$ cat config.mk
export PLATFORM = sky130hd
export DESIGN_NAME = shift_seq_ctrl
export DESIGN_NICKNAME = d
export VERILOG_FILES = /design/src/rtl/shift_seq_pkg.sv /design/src/rtl/shift_seq_ctrl.sv
export SDC_FILE = /design/constraint.sdc
export NUM_CORES = 1
export LEC_CHECK = 0
export BUFFER_PORTS_ARGS = -buffer_cell sky130_fd_sc_hd__buf_4
export CORE_MARGIN = 1.5
export CORE_UTILIZATION = 52
export DETAILED_ROUTE_END_ITERATION = 10
export PLACE_DENSITY = 0.78
export SKIP_LAST_GASP = 1
export SLEW_MARGIN = 20
export SYNTH_ARGS = -nofsm -noshare
export SYNTH_HDL_FRONTEND = slang
export SYNTH_SLANG_ARGS = --single-unit
$ cat constraint.sdc
create_clock -name clk -period 2 [get_ports clk]
set_input_delay 0 -clock clk [delete_from_list [all_inputs] [get_ports clk]]
set_output_delay 0 -clock clk [all_outputs]
set_load 0.01 [all_outputs]
$ cat src/rtl/shift_seq_pkg.sv
// Shared constants and state encoding for the shift-register sequencer.
// The default WIDTH/GAP values are shared with the shift register instance.
package shift_seq_pkg;

  localparam int WIDTH_DEF = 10;
  localparam int GAP_DEF   = 0;

  typedef enum logic [2:0] {
    ST_IDLE    = 3'd0,
    ST_SHIFT   = 3'd1,
    ST_GAP     = 3'd2,
    ST_CAPTURE = 3'd3,
    ST_DONE    = 3'd4
  } state_e;

endpackage

$ cat src/rtl/shift_seq_ctrl.sv
// Sequences a parallel word MSB-first into an external left-shifting register,
// then captures the register's parallel output for the rx handshake.
module shift_seq_ctrl
  import shift_seq_pkg::*;
#(
  parameter int WIDTH = WIDTH_DEF,
  parameter int GAP   = GAP_DEF
) (
  input  logic             clk,
  input  logic             rst,
  input  logic             tx_valid,
  output logic             tx_ready,
  input  logic [WIDTH-1:0] tx_data,
  output logic             sr_shift_en,
  output logic             sr_bit,
  input  logic [WIDTH-1:0] sr_data,
  output logic             rx_valid,
  input  logic             rx_ready,
  output logic [WIDTH-1:0] rx_data,
  output logic             busy
);

  localparam int CNT_W = (WIDTH > 1) ? $clog2(WIDTH) : 1;

  state_e           state_q;
  logic [WIDTH-1:0] hold_q;
  logic [CNT_W-1:0] bitcnt_q;
  logic [3:0]       gapcnt_q;
  logic             tx_ready_q, sr_shift_en_q, sr_bit_q, rx_valid_q, busy_q;
  logic [WIDTH-1:0] rx_data_q;

  assign tx_ready    = tx_ready_q;
  assign sr_shift_en = sr_shift_en_q;
  assign sr_bit      = sr_bit_q;
  assign rx_valid    = rx_valid_q;
  assign rx_data     = rx_data_q;
  assign busy        = busy_q;

  // Outputs are loaded alongside the state transition so they describe the
  // state being entered; nothing combinational reaches a port.
  always_ff @(posedge clk or posedge rst) begin
    if (rst) begin
      state_q       <= ST_IDLE;
      hold_q        <= '0;
      bitcnt_q      <= '0;
      gapcnt_q      <= '0;
      tx_ready_q    <= 1'b1;
      sr_shift_en_q <= 1'b0;
      sr_bit_q      <= 1'b0;
      rx_valid_q    <= 1'b0;
      rx_data_q     <= '0;
      busy_q        <= 1'b0;
    end else begin
      case (state_q)
        ST_IDLE: begin
          if (tx_valid) begin
            hold_q        <= tx_data;
            bitcnt_q      <= CNT_W'(WIDTH - 1);
            state_q       <= ST_SHIFT;
            tx_ready_q    <= 1'b0;
            busy_q        <= 1'b1;
            sr_shift_en_q <= 1'b1;
            sr_bit_q      <= tx_data[WIDTH-1];
          end
        end
        ST_SHIFT: begin
          hold_q <= hold_q << 1;
          if (bitcnt_q == '0) begin
            state_q       <= ST_CAPTURE;
            sr_shift_en_q <= 1'b0;
            sr_bit_q      <= 1'b0;
          end else begin
            bitcnt_q <= bitcnt_q - CNT_W'(1);
            if (GAP > 0) begin
              state_q       <= ST_GAP;
              gapcnt_q      <= 4'(GAP - 1);
              sr_shift_en_q <= 1'b0;
              sr_bit_q      <= 1'b0;
            end else begin
              sr_bit_q <= hold_q[WIDTH-2];
            end
          end
        end
        ST_GAP: begin
          if (gapcnt_q == '0) begin
            state_q       <= ST_SHIFT;
            sr_shift_en_q <= 1'b1;
            sr_bit_q      <= hold_q[WIDTH-1];
          end else begin
            gapcnt_q <= gapcnt_q - 4'd1;
          end
        end
        ST_CAPTURE: begin
          // The register took its last bit on the edge that ended SHIFT.
          rx_data_q  <= sr_data;
          rx_valid_q <= 1'b1;
          state_q    <= ST_DONE;
        end
        ST_DONE: begin
          if (rx_ready) begin
            rx_valid_q <= 1'b0;
            tx_ready_q <= 1'b1;
            busy_q     <= 1'b0;
            state_q    <= ST_IDLE;
          end
        end
        default: begin
          state_q       <= ST_IDLE;
          tx_ready_q    <= 1'b1;
          sr_shift_en_q <= 1'b0;
          sr_bit_q      <= 1'b0;
          rx_valid_q    <= 1'b0;
          busy_q        <= 1'b0;
        end
      endcase
    end
  end

endmodule

; ---- Word-level counts from Yosys, hierarchy flattened
; Cells that the tools add are included.
[classes]
addsub = 2
mul = 0
div_mod_pow = 0
n_lt_le_gt_ge = 0
eq_ne = 9
n_shift = 0
n_mux = 24
bitwise = 4
n_reduce_logical = 15
[op_table]
columns = cell, n
row1 = 10-bit case mux with 2 select lines, 1
row2 = 3-bit case mux with 5 select lines, 1
row3 = 3-bit 2-to-1 mux, 4
row4 = 10-bit 2-to-1 mux, 1
row5 = 2-bit != test (second input constant), 5
row6 = 1-bit 2-to-1 mux, 9
row7 = 1-bit case mux with 3 select lines, 3
row8 = 3-bit AND reduction, 3
row9 = 4-bit logical NOT, 2
row10 = 4-bit 2-to-1 mux, 2
row11 = 1-bit case mux with 4 select lines, 2
row12 = 4-bit case mux with 2 select lines, 1
row13 = 4-bit AND reduction, 2
row14 = 4-bit by 1-bit subtractor with 4-bit output (second input constant), 2
row15 = 3-bit by 2-bit equality test with 1-bit output (second input constant), 2
row16 = 2-bit AND reduction, 3
row17 = 3-bit OR reduction, 2
row18 = 1-bit NOT, 4
row19 = 3-bit by 1-bit equality test with 1-bit output (second input constant), 1
row20 = 3-bit equality test (second input constant), 1
row21 = 3-bit logical NOT, 1
row22 = 2-bit nonzero test, 1
row23 = 2-bit OR reduction, 1
[totals]
ff_bits = 36
latchBits = 0
mem_bits_rw = 0
mem_bits_ro = 0
in_bits = 24
word_cells = 64
memories = 0

; ---- Depth between registers and ports, before layout
[depth]
ltp_word = 4
mapped_depth = 6
ltp_nobuf = 6

; ---- Least setup slack after synthesis
; No wires, ideal clock.
[synth_path]
path_kind = flip-flop to flip-flop
from = register bitcnt_q[0]
to = register bitcnt_q[1]
setup_time_ns = 0.128
arrival_time_ns = 1.571
required_time_ns = 1.872
setup_slack_ns = 0.301
path_stages_with_launch = 7
n_path_buf = 0
period_less_slack_ns = 1.699
cell_sequence = dfrtp_1 inv_1 ha_1 or3b_4 and2_4 nor2_1 mux2_1
[synth_between]
elab_chain_cells = 3
word_cells_on_any_way = 6
cone_classes = add/sub: 1 / eq/ne: 1 / mux: 2 / reduce/logical: 2
[synth_rtl]
columns = item, line
row1 = start: declaration, shift_seq_ctrl.sv:27  ; logic [CNT_W-1:0] bitcnt_q;
row2 = start signal: assignment, shift_seq_ctrl.sv:58  ; bitcnt_q <= CNT_W'(WIDTH - 1);
row3 = start signal: assignment, shift_seq_ctrl.sv:73  ; bitcnt_q <= bitcnt_q - CNT_W'(1);
row4 = 4-bit by 1-bit subtractor with 4-bit output or 4-bit logical NOT (tied branches), "shift_seq_ctrl.sv:73, shift_seq_ctrl.sv:68"
row5 = 4-bit 2-to-1 mux or 2-bit != test (tied branches), -
row6 = 4-bit case mux with 2 select lines or 3-bit AND reduction (tied branches), -
; Several ways; a longest one is shown, not always the timed one. The select of a mux whose other input is x is not followed.
; A chain may end at the register's enable or synchronous reset.

; ---- Final worst setup path
[layout_path]
from = register bitcnt_q[0]
to = register sr_shift_en_q (netlist: sr_shift_en)
[layout_between]
elab_chain_cells = 3
[layout_rtl]
columns = item, line
row1 = 4-bit logical NOT, shift_seq_ctrl.sv:68  ; if (bitcnt_q == '0) begin
row2 = 2-bit != test (no line), -
row3 = 4-bit AND reduction (no line), -
row4 = end signal: assignment, shift_seq_ctrl.sv:62  ; sr_shift_en_q <= 1'b1;
row5 = end signal: assignment, shift_seq_ctrl.sv:70  ; sr_shift_en_q <= 1'b0;
row6 = end signal: assignment, shift_seq_ctrl.sv:77  ; sr_shift_en_q <= 1'b0;
row7 = end: declaration, shift_seq_ctrl.sv:29  ; logic tx_ready_q, sr_shift_en_q, sr_bit_q, rx_valid_q, busy_q;
; Every way passes these cells.

==> results.ini <==
[cells_and_area]
final_nets = 262
drive_above_1_share = 0.2458
antenna_cells = 0
area_growth_pct = 37.83
final_util = 0.7496

[clock_tree]
cts_buffers = 5
cts_resized = 0
h-tree-depth = 2
tritoncts = yes
cts_max_path_buffers = 2
clockRootBuffer = clkbuf_4
cts_sinks = 36
clk_pin_slew_ps = 110
clk_latency_ps = 350

[grt]
antenna_found_initial = 0
grt_pass1_vias = 1405
grt_max_degree = 37
grt_usage = 0.2392
grt_pass1_wl_um = 6223
overflow = 0

[die]
rows = 20
io_pins = 39
start_util = 0.5439
die_area_um2 = 3541
fp.dieH_um = 59.51
core_area_um2 = 3053
die_w_um = 59.51

[worst_setup_path]
cp.arrival_ps = 2080
crit_required_ps = 2230
cp-end-kind = flip-flop
path_max_fanout = 5
start_kind = flip-flop
crit_type = flip-flop to flip-flop

[timing]
relSlewSlack = 0.5955
setup_viol = 0
min_period_ps = 1852
finalSetupTns_ps = 0
period_share = 0.9259
worst_pin_slew_ps = 606.8
hold_viol = 0
slew_violations = 0
fmax_mhz = 540.0
finalClockSkew_ps = 9.260
rsz0062_at_grt = no

[synthesis]
syn-cell-area_um2 = 1660
synthFlopType = dfrtp_1
synth_cell_type_count = 37
yosysMostFrequentCell = nand2_1
synthTopCellsByCount = 50 x nand2_1, 35 x dfrtp_1, 12 x nor2_1
synth_nets = 196
synth_area_leaders = dfrtp_1 53%, nand2_1 11%, a22oi_1 2.7%, nor2_1 2.7%, ha_1 2.3%
syn_avg_cell_area_um2 = 9.825
synth_edf_count = 0
synth_cells = 169
ys_ff_latch = 36
yosysWarnings = 0
synth_top_area_share = 0.5275
synth_top_cell_by_area = dfrtp_1
async_flop_share = 1.000
ys_seq_area_frac = 0.5433

[detailed_routing]
routedWlPerCell_um = 13.74
dr.pass1.iters = 4
wirelength_um = 3847
first_iter_violations = 41
ant_nets = 0
viasPerCell = 5.114
via_count = 1432
drc = 0

[placement]
dpl.hpwl_um = 2472
gp_congestion = 0.7376
port_buffers = 38

[power]
pwr-share-comb = 0.467
ir_drop_uv = 812.0
power.density_nw_per_um2 = 1433
seqPwrFrac = 0.409
p_sw_uw = 1313
power_leakage_uw = 0.001112
p_clk_frac = 0.125
switching_share = 0.4006
p_int_uw = 1965

[worst_hold_path]
hp-class = input pin to flip-flop

[run]
max_cap_viol_count = 0

[run_status]
status = complete, no violations

==> timing repair <==
item / in CTS / in global routing
hold endpoints to repair: 57 / 0
hold buffers: 23 / 0
setup buffers: 0 / 0
==> cell type report <==
cell class / count / area (um^2)
fill: 218 / 764.5
inverter: 7 / 26.28
timing repair buffer: 66 / 553.0
multi-input combinational: 119 / 693.2
sequential: 36 / 902.1
clock buffer: 8 / 58.81
tap: 44 / 55.05
==> through the flow <==
stage / cell area, um^2 / setup WS (ps) / cells / hold slack, ps / total power, uW
after global routing: 2288 / 69.03 / 280 / 28.97 / 3541
after detailed placement: 1999 / 160.6 / 249 / 130.1 / 2809
final: 2288 / 148.1 / 280 / 24.72 / 3278
after global placement: 1999 / 269.9 / 249 / 124.6 / 2737
after floorplan: 1660 / 301.4 / 169 / 105.4 / 2300
after CTS: 2288 / 173.4 / 280 / 43.19 / 3273
==> power groups by stage <==
stage / logic [uW] / registers [uW] / clock network [uW]
2_1_floorplan: 1010 / 1290 / 0
3_3_place_gp: 1410 / 1320 / 0
3_5_place_dp: 1460 / 1340 / 0
4_1_cts: 1530 / 1330 / 415
5_1_grt: 1710 / 1370 / 455
6_report: 1530 / 1340 / 409
==> logic make-up (layout without fill, tap and decap cells) <==
| group | after synthesis | after routing | synth area share |
|---|---|---|---|
| buf+inv | 14 | 81 | 0.03918 |
| fa+ha+maj | 3 | 3 | 0.02261 |
| xor+xnor | 4 | 4 | 0.02110 |
| mux | 3 | 3 | 0.01959 |
| flops | 36 | 36 | 0.5433 |
| compound gates | 27 | 27 | 0.1281 |
| simple gates | 82 | 82 | 0.2261 |
==> layer usage <==
| metal | up-vias | part of all wire | wire length [um] | GRT usage |
|---|---|---|---|---|
| met1 | 687 | 0.41 | 1578 | 0.2809 |
| met3 | 14 | 0.038 | 146 | 0.07860 |
| met4 | 0 | 0.027 | 104 | 0.09524 |
| met2 | 31 | 0.52 | 2018 | 0.4035 |
| met5 | - | 0 | 0 | 0 |
| li1 | 700 | - | - | - |
==> path summary, 6_finish.rpt <==
path                            slack, ps                    start  cells past startpoint                      end
worst max register to register        150  bitcnt_q[0]$_DFFE_PP0P_                      6  sr_shift_en$_DFFE_PP0P_
worst min register to register        490   rx_data[2]$_DFFE_PP0P_                      2   rx_data[2]$_DFFE_PP0P_
max in group asynchronous            1340                      rst                      4     tx_ready$_DFFE_PP1P_
worst max-delay path                  150  bitcnt_q[0]$_DFFE_PP0P_                      6  sr_shift_en$_DFFE_PP0P_
worst min-delay path                   20                 tx_valid                      3  bitcnt_q[3]$_DFFE_PP0P_
min in group asynchronous             300                      rst                      4  bitcnt_q[3]$_DFFE_PP0P_
==> critical path, stage by stage, from the launching register on <==
cell and delay, ps:
dfrtp_1 390, inv_1 120, ha_1 160, or3b_4 380, and2_4 190, o41ai_1 380
o31ai_1 120
==> layout by cell type, fill, tap and decap left out, types with 2 or more instances in the layout <==
cell type and count:
dlygate4sd3_1 23, inv_1 6, a22oi_1 6, nand2_1 50
nand3_1 6, buf_4 43, a21oi_1 4, dfrtp_1 35
o21ai_0 4, ha_1 3, nor3_1 6, or3_1 2
o22ai_1 2, clkbuf_4 5, a22o_1 3, xnor2_1 2
nor2_1 12, xor2_1 2, clkbuf_1 2
==> state kept, by name (all words and copies together) (netlist names) <==
name	flops
rx_data	10
bitcnt_q	4
sr_bit	1
rx_valid	1
sr_shift_en	1
tx_ready	1
hold_q	10
busy	1
gapcnt_q	4
state_q	3
Power figures use the tool's default switching activity.
